$ cat config.mk
export PLATFORM = sky130hd
export DESIGN_NAME = if_stage
export DESIGN_NICKNAME = d
export VERILOG_FILES = /design/src/rtl/if_stage.sv
export SDC_FILE = /design/constraint.sdc
export NUM_CORES = 1
export LEC_CHECK = 0
export ABC_CLOCK_PERIOD_IN_PS = 2400
export BUFFER_PORTS_ARGS = -buffer_cell sky130_fd_sc_hd__buf_4
export CAP_MARGIN = 20
export CORE_ASPECT_RATIO = 0.7
export CORE_MARGIN = 2
export CORE_UTILIZATION = 48
export DETAILED_ROUTE_END_ITERATION = 7
export GPL_ROUTABILITY_DRIVEN = 0
export PLACE_DENSITY = 0.83
export SETUP_SLACK_MARGIN = 0.2
export SLEW_MARGIN = 20
export SYNTH_ARGS = -nofsm -noshare
export SYNTH_HDL_FRONTEND = slang
export SYNTH_SLANG_ARGS = --single-unit
$ cat constraint.sdc
create_clock -name clk -period 2.4 [get_ports clk]
set_input_delay 0 -clock clk [delete_from_list [all_inputs] [get_ports clk]]
set_output_delay 0 -clock clk [all_outputs]
set_load 0.02 [all_outputs]
$ cat src/rtl/if_stage.sv
// ---------------------------------------------------------------------------
// if_stage
// Instruction-fetch stage and IF/ID pipeline register of the 5-stage MIPS
// pipeline. Holds the PC, presents it to instruction memory as the fetch
// address, and latches the returned instruction with its PC and PC+4 into
// IF/ID for the decode stage.
//
// Ports:
//   clk            rising-edge clock
//   reset          synchronous, active-high reset
//   PC_write       0 = hold PC (load-use stall from hazard unit)
//   IF_ID_write    0 = hold IF/ID contents (load-use stall from hazard unit)
//   branch_taken   taken branch resolved downstream, redirect to branch_target
//   branch_target  branch destination
//   jump           jump decoded in ID, redirect to jump_target
//   jump_target    jump destination
//   imem_addr      fetch address, always equal to the PC register
//   imem_req       fetch request, high whenever reset is low
//   imem_rdata     instruction returned for imem_addr
//   imem_ready     imem_rdata is valid this cycle
//   pc_ID          PC of the instruction held in IF/ID
//   pc_plus4_ID    PC+4 of the instruction held in IF/ID
//   instr_ID       instruction held in IF/ID
//   valid_ID       IF/ID holds a real instruction (0 = bubble)
//   fetch_stall    registered: previous cycle's fetch was not accepted
// ---------------------------------------------------------------------------
module if_stage #(
   parameter int                ADDR_W    = 32,
   parameter logic [ADDR_W-1:0] RESET_PC  = '0,
   parameter logic [31:0]       NOP_INSTR = 32'h0000_0000
) (
   input  logic              clk,
   input  logic              reset,
   input  logic              PC_write,
   input  logic              IF_ID_write,
   input  logic              branch_taken,
   input  logic [ADDR_W-1:0] branch_target,
   input  logic              jump,
   input  logic [ADDR_W-1:0] jump_target,
   output logic [ADDR_W-1:0] imem_addr,
   output logic              imem_req,
   input  logic [31:0]       imem_rdata,
   input  logic              imem_ready,
   output logic [ADDR_W-1:0] pc_ID,
   output logic [ADDR_W-1:0] pc_plus4_ID,
   output logic [31:0]       instr_ID,
   output logic              valid_ID,
   output logic              fetch_stall
);

   logic [ADDR_W-1:0] pc;
   logic [ADDR_W-1:0] pc_plus4;
   logic [ADDR_W-1:0] redirect_pc;
   logic              redirect;
   logic              accept;

   // Wrapping add; low address bits pass through untouched, no alignment check.
   assign pc_plus4    = pc + ADDR_W'(4);

   // The older instruction (the resolved branch) wins over a younger jump.
   assign redirect    = branch_taken | jump;
   assign redirect_pc = branch_taken ? branch_target : jump_target;

   // An instruction is consumed only when memory delivers it and neither
   // pipeline-hold control blocks the stage.
   assign accept      = imem_ready & PC_write & IF_ID_write;

   assign imem_addr   = pc;
   assign imem_req    = ~reset;

   // PC register. A redirect beats any stall or memory wait; otherwise the
   // PC only moves forward when the current fetch is actually returned and
   // PC_write allows it. With IF_ID_write low but PC_write high the PC still
   // advances and that fetched instruction is simply dropped.
   always_ff @(posedge clk) begin
      if (reset) begin
         pc <= RESET_PC;
      end else if (redirect) begin
         pc <= redirect_pc;
      end else if (PC_write && imem_ready) begin
         pc <= pc_plus4;
      end
   end

   // IF/ID register. Redirects and memory waits insert a bubble, a load-use
   // stall freezes every field. If PC_write alone is low the returned
   // instruction is not consumed (PC holds), so a bubble is loaded rather
   // than a copy that would be fetched again next cycle.
   always_ff @(posedge clk) begin
      if (reset || redirect) begin
         pc_ID       <= '0;
         pc_plus4_ID <= '0;
         instr_ID    <= NOP_INSTR;
         valid_ID    <= 1'b0;
      end else if (IF_ID_write) begin
         if (accept) begin
            pc_ID       <= pc;
            pc_plus4_ID <= pc_plus4;
            instr_ID    <= imem_rdata;
            valid_ID    <= 1'b1;
         end else begin
            pc_ID       <= '0;
            pc_plus4_ID <= '0;
            instr_ID    <= NOP_INSTR;
            valid_ID    <= 1'b0;
         end
      end
   end

   // Records that the fetch issued last cycle was left waiting on memory.
   // An abandoned fetch (redirect) is not counted as a wait.
   always_ff @(posedge clk) begin
      if (reset) begin
         fetch_stall <= 1'b0;
      end else begin
         fetch_stall <= ~redirect & ~imem_ready & imem_req;
      end
   end

endmodule

==> flow_summary_export.csv, run 1 <==
group,metric,value,unit
clock_tree,numClockSinks,128,
run,cap_violations,0,
power_and_ir_drop,switching_share,25.1,%
power_and_ir_drop,netSwitchingPower,1.41,mW
worst_setup_path,critPathMaxFanout,7,
cells_and_area,fillers,703,
power_and_ir_drop,pwr-share-clk,47.0,%
floorplan,fp.dieW,133,µm
worst_hold_path,hold_path_end,"imem_addr[14]$_SDFFE_PP0P_",
synthesis,yosys.area.top_type_share,46.0,%
placement,placed_area,0.00756,mm²
worst_setup_path,reg2reg_depth,5,
synthesis,yosys_warnings,0,
synthesis,yosysSeqAreaShare,46.0,%
clock_tree,cts-buffers-inserted,17,
power_and_ir_drop,cellPowerDensity,633,mW/mm²
floorplan,dieArea,0.0125,mm²
synthesis,syn_nets,719,
timing,period_minus_slack,2.20,ns
floorplan,core-area,0.0112,mm²
clock_tree,cts_max_level,4,
worst_setup_path,endpoint_kind,"flop",
detailed_routing,wl,22000,µm
floorplan,row_count,32,
detailed_routing,via_per_inst,6.01,
clock_tree,clk_latency,0.41,ns
grt,grt_start_max_net_pins,61,
worst_setup_path,worst-setup-path-type,"flop to flop",
synthesis,synthFlopType,"dfxtp_1",
timing,tightest_slew,0.884,ns
synthesis,synthesis.area,0.00557,mm²
synthesis,avgSynthCellArea,9.05,µm²
synthesis,ys_top_cells_by_area,"dfxtp_1 46%, a22o_1 9.6%, nand2_1 4.5%, o21ai_0 3.2%, a21oi_1 2.7%",
timing,relSlewSlack,40.9,%
worst_setup_path,r2r-start,"imem_addr[6]$_SDFFE_PP0P_",
worst_setup_path,arrival,2.51,ns
worst_hold_path,holdCritStartpoint,"branch_target[14]",
cells_and_area,design_area,0.00888,mm²
placement,place_inst,979,
cells_and_area,multi_input_area,0.00279,mm²
worst_setup_path,cpPeakStageDelay,0.55,ns
timing,fin_worst_skew,0.00873,ns
worst_setup_path,start_kind,"flop",
clock_tree,path_clk_slew,0.06,ns
timing,fmax,455,MHz
detailed_routing,first_pass_iters,5,
run_status,run_status,"finished, final reports clean",
grt,antenna_found_initial,0,
detailed_routing,routedWlPerCell,20.4,µm
worst_setup_path,cp_num_buf_inv,0,
power_and_ir_drop,ir_drop,0.540,mV
power_and_ir_drop,p_leak,3.83,nW
synthesis,synth_edf_count,0,
cells_and_area,fin_cells,1078,
timing,holdWs,0.0107,ns
cells_and_area,syn_to_final_growth,59.5,%
grt,grt_util_all_layers,34.9,%
clock_tree,cts-root-buf,"clkbuf_16",
worst_hold_path,hold_depth,4,
placement,dp_hpwl,14500,µm
cells_and_area,drive_gt1_share,34.9,%
detailed_routing,ant_nets,0,
grt,grt_pass1_vias,6483,
clock_tree,cts_tree,"built",
worst_setup_path,worstPathCellList,"nand3_1 -> or4_4 -> o311ai_2 -> o31ai_1 -> a2111oi_2",
grt,overflow,0,
synthesis,synth_seq_cells,128,
cells_and_area,nNetsFinal,1016,
worst_setup_path,cp.required,2.71,ns
worst_setup_path,cp_num_cells,5,
placement,io_buffers,233,
floorplan,initial_utilization,49.8,%
synthesis,synth.distinct_cells,57,
timing,rsz0062_at_grt,"yes",
detailed_routing,vias,6482,
power_and_ir_drop,power_frac_comb,13.2,%
worst_setup_path,rrSetupSlack,0.20,ns
timing,hold_violations,0,
synthesis,yosysTopAreaCell,"dfxtp_1",
grt,grt_pass1_wl,34200,µm
clock_tree,cts_buffer_depth,2,
detailed_routing,drt_iter0_drc,853,
cells_and_area,n_antenna_cell,0,
timing,finalCritPeriodShare,91.5,%
worst_hold_path,hp-class,"input port to flop",
detailed_routing,drc,0,
power_and_ir_drop,internal_power,4.20,mW
timing,setup-violations-final,0,
worst_setup_path,cpLargestDelayFamily,"simple AND/OR/NAND/NOR gates",
floorplan,pin_count,234,
synthesis,async_flop_share,0,%
worst_setup_path,r2r_end,"imem_addr[29]$_SDFFE_PP0P_",
floorplan,die_height,94.1,µm
timing,slew_viol_final,0,
synthesis,syn-instance-count,615,
worst_setup_path,crit_slowest_cell,"or4_4",
power_and_ir_drop,pwr-share-seq,39.7,%
timing,finalSetupTns,0,ns
cells_and_area,seqCellArea,0.00257,mm²
## metrics by stage
stage	util, %	power, mW	worst slack (ns)
floorplan	-	2.56	0.210
global placement	67.7	2.87	0.298
detailed placement	67.7	2.89	0.190
CTS	79.2	5.59	0.201
global route	79.5	5.77	0.128
finish	79.5	5.62	0.204
## placed cells by master (no fill, tap or decap), drive strengths merged, types with 11 or more instances in the layout
| master | netlist | final |
|---|---|---|
| a22o | 61 | 61 |
| dlygate4sd3 | 0 | 67 |
| nor3 | 22 | 22 |
| a21oi | 30 | 30 |
| clkbuf | 36 | 19 |
| dfxtp | 128 | 128 |
| o21ai | 37 | 37 |
| nand2 | 67 | 67 |
| xnor2 | 12 | 12 |
| a22oi | 11 | 11 |
| nor2 | 31 | 31 |
| xor2 | 16 | 16 |
| buf | 19 | 266 |
| nand3 | 24 | 24 |
## how the worst max path moves through the flow
stage,from,to,slack [ns]
2_1_floorplan,imem_addr[12]$_SDFFE_PP0P_,imem_addr[29]$_SDFFE_PP0P_,0.21
3_3_place_gp,imem_addr[2]$_SDFFE_PP0P_,imem_addr[28]$_SDFFE_PP0P_,0.30
3_5_place_dp,imem_addr[2]$_SDFFE_PP0P_,imem_addr[28]$_SDFFE_PP0P_,0.19
4_1_cts,imem_addr[23]$_SDFFE_PP0P_,imem_addr[29]$_SDFFE_PP0P_,0.20
5_1_grt,imem_addr[2]$_SDFFE_PP0P_,imem_addr[16]$_SDFFE_PP0P_,0.13
6_report,imem_addr[6]$_SDFFE_PP0P_,imem_addr[29]$_SDFFE_PP0P_,0.20
## worst min-delay path, stage by stage
cell     delay, ns
buf_4         0.08
nand2_1       0.04
o31ai_1       0.09
o221a_2       0.19
## flip-flops by register name, summed over array words and instances, names as in the netlist
register     flops
fetch_stall      1
valid_ID         1
pc_ID           32
imem_addr       32
instr_ID        32
pc_plus4_ID     30
## cells in the mapped netlist (3+ instances only)
cell	number
xor2_1	16
nor2b_1	7
or4_1	3
a222oi_1	3
nand2_1	67
buf_4	3
buf_1	4
nand4_1	8
nand3_1	24
a22o_1	61
clkbuf_1	35
xnor2_1	12
mux2i_1	5
nand2b_1	8
o21ai_0	36
a21oi_1	30
a221oi_1	6
buf_2	12
a2111oi_2	3
a211oi_1	4
a221o_1	5
o31a_1	4
a31oi_1	4
and3_1	5
nand3b_1	3
nor3_1	20
inv_1	7
o22ai_1	5
nor4_1	8
dfxtp_1	128
a22oi_1	11
nor2_1	31
and4_1	3
o31ai_1	3
## cells by family after synthesis
logic type,share of synthesized area [%]
compound gates,25.4
xor+xnor,4.41
fa+ha+maj,0.225
buf+inv,4.74
flops,46.0
mux,0.899
simple gates,18.3
## routing by layer
metal	vias to the layer above	GRT usage [%]	routed length [µm]
met2	476	57.2	10300
met1	3055	43.7	8420
met5	-	0	0
met4	0	14.2	691
met3	83	9.82	2550
li1	2868	-	-
## layout make-up
cell class	count	share of cell area, %
clock buffers	19	4.99
clock inverters	13	1.80
inverters	8	0.338
multi-input cells	424	31.5
flip-flops and latches	128	28.9
well taps	153	2.16
repair buffers	333	30.3
## power groups by stage
stage	Combinational (mW)	Sequential (mW)	Clock [mW]
6_report	0.744	2.23	2.64
5_1_grt	0.781	2.23	2.76
4_1_cts	0.716	2.22	2.65
3_5_place_dp	0.620	2.27	0
3_3_place_gp	0.606	2.26	0
2_1_floorplan	0.249	2.31	0
## timing repair
action | CTS | global route
hold buffers | 67 | 0
endpoints found under the setup margin | 3 | 13
gates resized for setup | 2 | 7
gates cloned | 0 | 0
hold endpoints to repair | 57 | 0
pin swaps | 0 | 1
setup buffers | 0 | 0
Power figures use the tool's default switching activity.
==> run 2, diff against run 1 <==
--- a/config.mk
+++ b/config.mk
@@ -5,15 +5,16 @@
 export SDC_FILE = /design/constraint.sdc
 export NUM_CORES = 1
 export LEC_CHECK = 0
-export ABC_CLOCK_PERIOD_IN_PS = 2400
+export ABC_CLOCK_PERIOD_IN_PS = 2790
 export BUFFER_PORTS_ARGS = -buffer_cell sky130_fd_sc_hd__buf_4
 export CAP_MARGIN = 20
 export CORE_ASPECT_RATIO = 0.7
 export CORE_MARGIN = 2
-export CORE_UTILIZATION = 48
+export CORE_UTILIZATION = 50
 export DETAILED_ROUTE_END_ITERATION = 7
 export GPL_ROUTABILITY_DRIVEN = 0
-export PLACE_DENSITY = 0.83
+export PLACE_DENSITY = 0.86
+export REMOVE_ABC_BUFFERS = 1
 export SETUP_SLACK_MARGIN = 0.2
 export SLEW_MARGIN = 20
 export SYNTH_ARGS = -nofsm -noshare
==> constraint.sdc (replaced) <==
create_clock -name clk -period 2.79 [get_ports clk]
set_input_delay 0 -clock clk [delete_from_list [all_inputs] [get_ports clk]]
set_output_delay 0 -clock clk [all_outputs]
set_load 0.02 [all_outputs]
==> flow_summary_export.csv, run 2 (synthesized netlist as in run 1, its figures left out) <==
group,metric,value,unit
run_status,run_status,"finished, final reports clean",
timing,layout_setup_ws,0.365,ns
floorplan,dieArea,0.0120,mm²
worst_setup_path,reg2reg_depth,6,
detailed_routing,routedWlPerCell,19.6,µm
detailed_routing,wl,20800,µm
grt,grt_pass1_vias,6172,
floorplan,row_count,32,
grt,grt_util_all_layers,33.7,%
run,cap_violations,0,
cells_and_area,syn_to_final_growth,57.0,%
timing,relSlewSlack,53.1,%
clock_tree,cts_tree,"built",
placement,io_buffers,233,
clock_tree,cts_buffer_depth,2,
timing,tightest_slew,0.701,ns
worst_setup_path,start_kind,"flop",
placement,dp_hpwl,13500,µm
cells_and_area,final_common_cell,"buf_4",
floorplan,fp.dieW,130,µm
cells_and_area,layout_common_cells,"250 x buf_4, 128 x dfxtp_1, 70 x dlygate4sd3_1, 67 x nand2_1, 61 x a22o_1",
timing,rsz0062_at_grt,"no",
worst_setup_path,endpoint_kind,"flop",
floorplan,initial_utilization,50.9,%
cells_and_area,drive_gt1_share,32.6,%
placement,place_ws,0.332,ns
grt,grt_pass1_wl,31500,µm
cells_and_area,n_antenna_cell,0,
timing,finalCritPeriodShare,86.9,%
detailed_routing,vias,6393,
cells_and_area,fin_cells,1063,
worst_setup_path,r2r-start,"imem_addr[2]$_SDFFE_PP0P_",
timing,fmax,412,MHz
grt,antenna_found_initial,0,
floorplan,die_height,92.3,µm
cells_and_area,final_core_util,80.0,%
timing,hold_violations,0,
timing,period_minus_slack,2.42,ns
worst_setup_path,cp.required,3.09,ns
floorplan,pin_count,234,
power_and_ir_drop,power,4.80,mW
worst_hold_path,hold_path_end,"imem_addr[25]$_SDFFE_PP0P_",
worst_setup_path,worst-setup-path-type,"flop to flop",
worst_setup_path,arrival,2.73,ns
worst_setup_path,crit_slowest_cell,"or3_1",
detailed_routing,drc,0,
floorplan,core-area,0.0109,mm²
worst_hold_path,holdCritStartpoint,"jump_target[25]",
detailed_routing,via_per_inst,6.01,
worst_setup_path,worstPathCellList,"ha_1 -> nand4_1 -> or3_1 -> nor3_4 -> mux2i_1 -> a2111oi_2",
worst_setup_path,rrSetupSlack,0.37,ns
clock_tree,clk_latency,0.41,ns
clock_tree,cts_max_level,4,
power_and_ir_drop,cellPowerDensity,549,mW/mm²
detailed_routing,first_pass_iters,5,
power_and_ir_drop,ir_drop,0.427,mV
detailed_routing,ant_nets,0,
grt,overflow,0,
clock_tree,cts-root-buf,"clkbuf_16",
clock_tree,path_clk_slew,0.06,ns
placement,place_inst,962,
detailed_routing,drt_iter0_drc,748,
grt,grt_start_max_net_pins,55,
worst_hold_path,hold_depth,4,
clock_tree,cts-buffers-inserted,17,
power_and_ir_drop,p_leak,3.75,nW
timing,setup-violations-final,0,
worst_setup_path,cpPeakStageDelay,0.54,ns
cells_and_area,nNetsFinal,1004,
worst_hold_path,hp-class,"input port to flop",
worst_setup_path,r2r_end,"imem_addr[26]$_SDFFE_PP0P_",
clock_tree,numClockSinks,128,
timing,fin_worst_skew,0.00650,ns
timing,slew_viol_final,0,
worst_setup_path,critPathMaxFanout,8,
[run 2: cell types whose count changed in the layout (fill, tap and decap cells not counted), sizes merged]
cell,previous run,this run
buf,266,251
clkinv,7,4
inv,9,7
dlygate4sd3,67,70
clkbuf,19,23
clkinvlp,2,0
[run 2: timing repair]
item,4_1_cts,5_1_grt
hold endpoints to repair,59,0
setup buffers,0,2
resized for setup,0,1
setup endpoints to repair,0,10
hold buffers,70,0
[run 2: layout make-up]
class | instances | area (µm²)
multi-input cells | 424 | 2760
flip-flops and latches | 128 | 2560
well taps | 153 | 191
clock inverters | 6 | 105
inverters | 8 | 30.0
clock buffers | 23 | 498
repair buffers | 321 | 2600
fillers | 681 | 2190
[run 2: worst max-delay path, delay by kind of cell (launching register included)]
family,cells,cell delay (ns)
AND/OR/NAND/NOR,3,1.03
flip-flops,1,0.49
adder cells (fa/ha/maj),1,0.35
AO/OA/AOI/OAI,1,0.34
multiplexers,1,0.12
[run 2: layer usage]
layer	track usage, %	wire length, µm	vias to the layer above
li1	-	-	2839
met1	42.0	8240	3023
met2	53.0	9500	462
met3	11.8	2520	69
met4	13.7	538	0
met5	0	0	-
[run 2: how the worst max path moves through the flow]
stage,start,endpoint,slack (ns),depth (start not counted)
floorplan,jump,instr_ID[0]$_SDFFE_PP0P_,-1.19,4
global placement,imem_addr[10]$_SDFFE_PP0P_,pc_plus4_ID[30]$_SDFFE_PP0P_,0.43,5
detailed placement,imem_addr[10]$_SDFFE_PP0P_,imem_addr[28]$_SDFFE_PP0P_,0.33,5
CTS,imem_addr[10]$_SDFFE_PP0P_,pc_plus4_ID[30]$_SDFFE_PP0P_,0.28,5
global route,imem_addr[2]$_SDFFE_PP0P_,imem_addr[28]$_SDFFE_PP0P_,0.21,6
finish,imem_addr[2]$_SDFFE_PP0P_,imem_addr[26]$_SDFFE_PP0P_,0.37,6
[run 2: power by group]
group          total [mW]  internal, mW  switching [mW]
Combinational       0.589         0.306           0.284
Sequential           1.94          1.87          0.0707
Clock                2.27          1.50           0.768
[run 2: through the flow]
stage	setup TNS, ns	area [µm²]	hold slack (ns)
after floorplan	-101.28	5330	0.0689
after global placement	0	7420	0.195
after detailed placement	0	7420	0.211
after CTS	0	8720	0.00113
after global routing	0	8740	0.0207
final	0	8740	0.0127
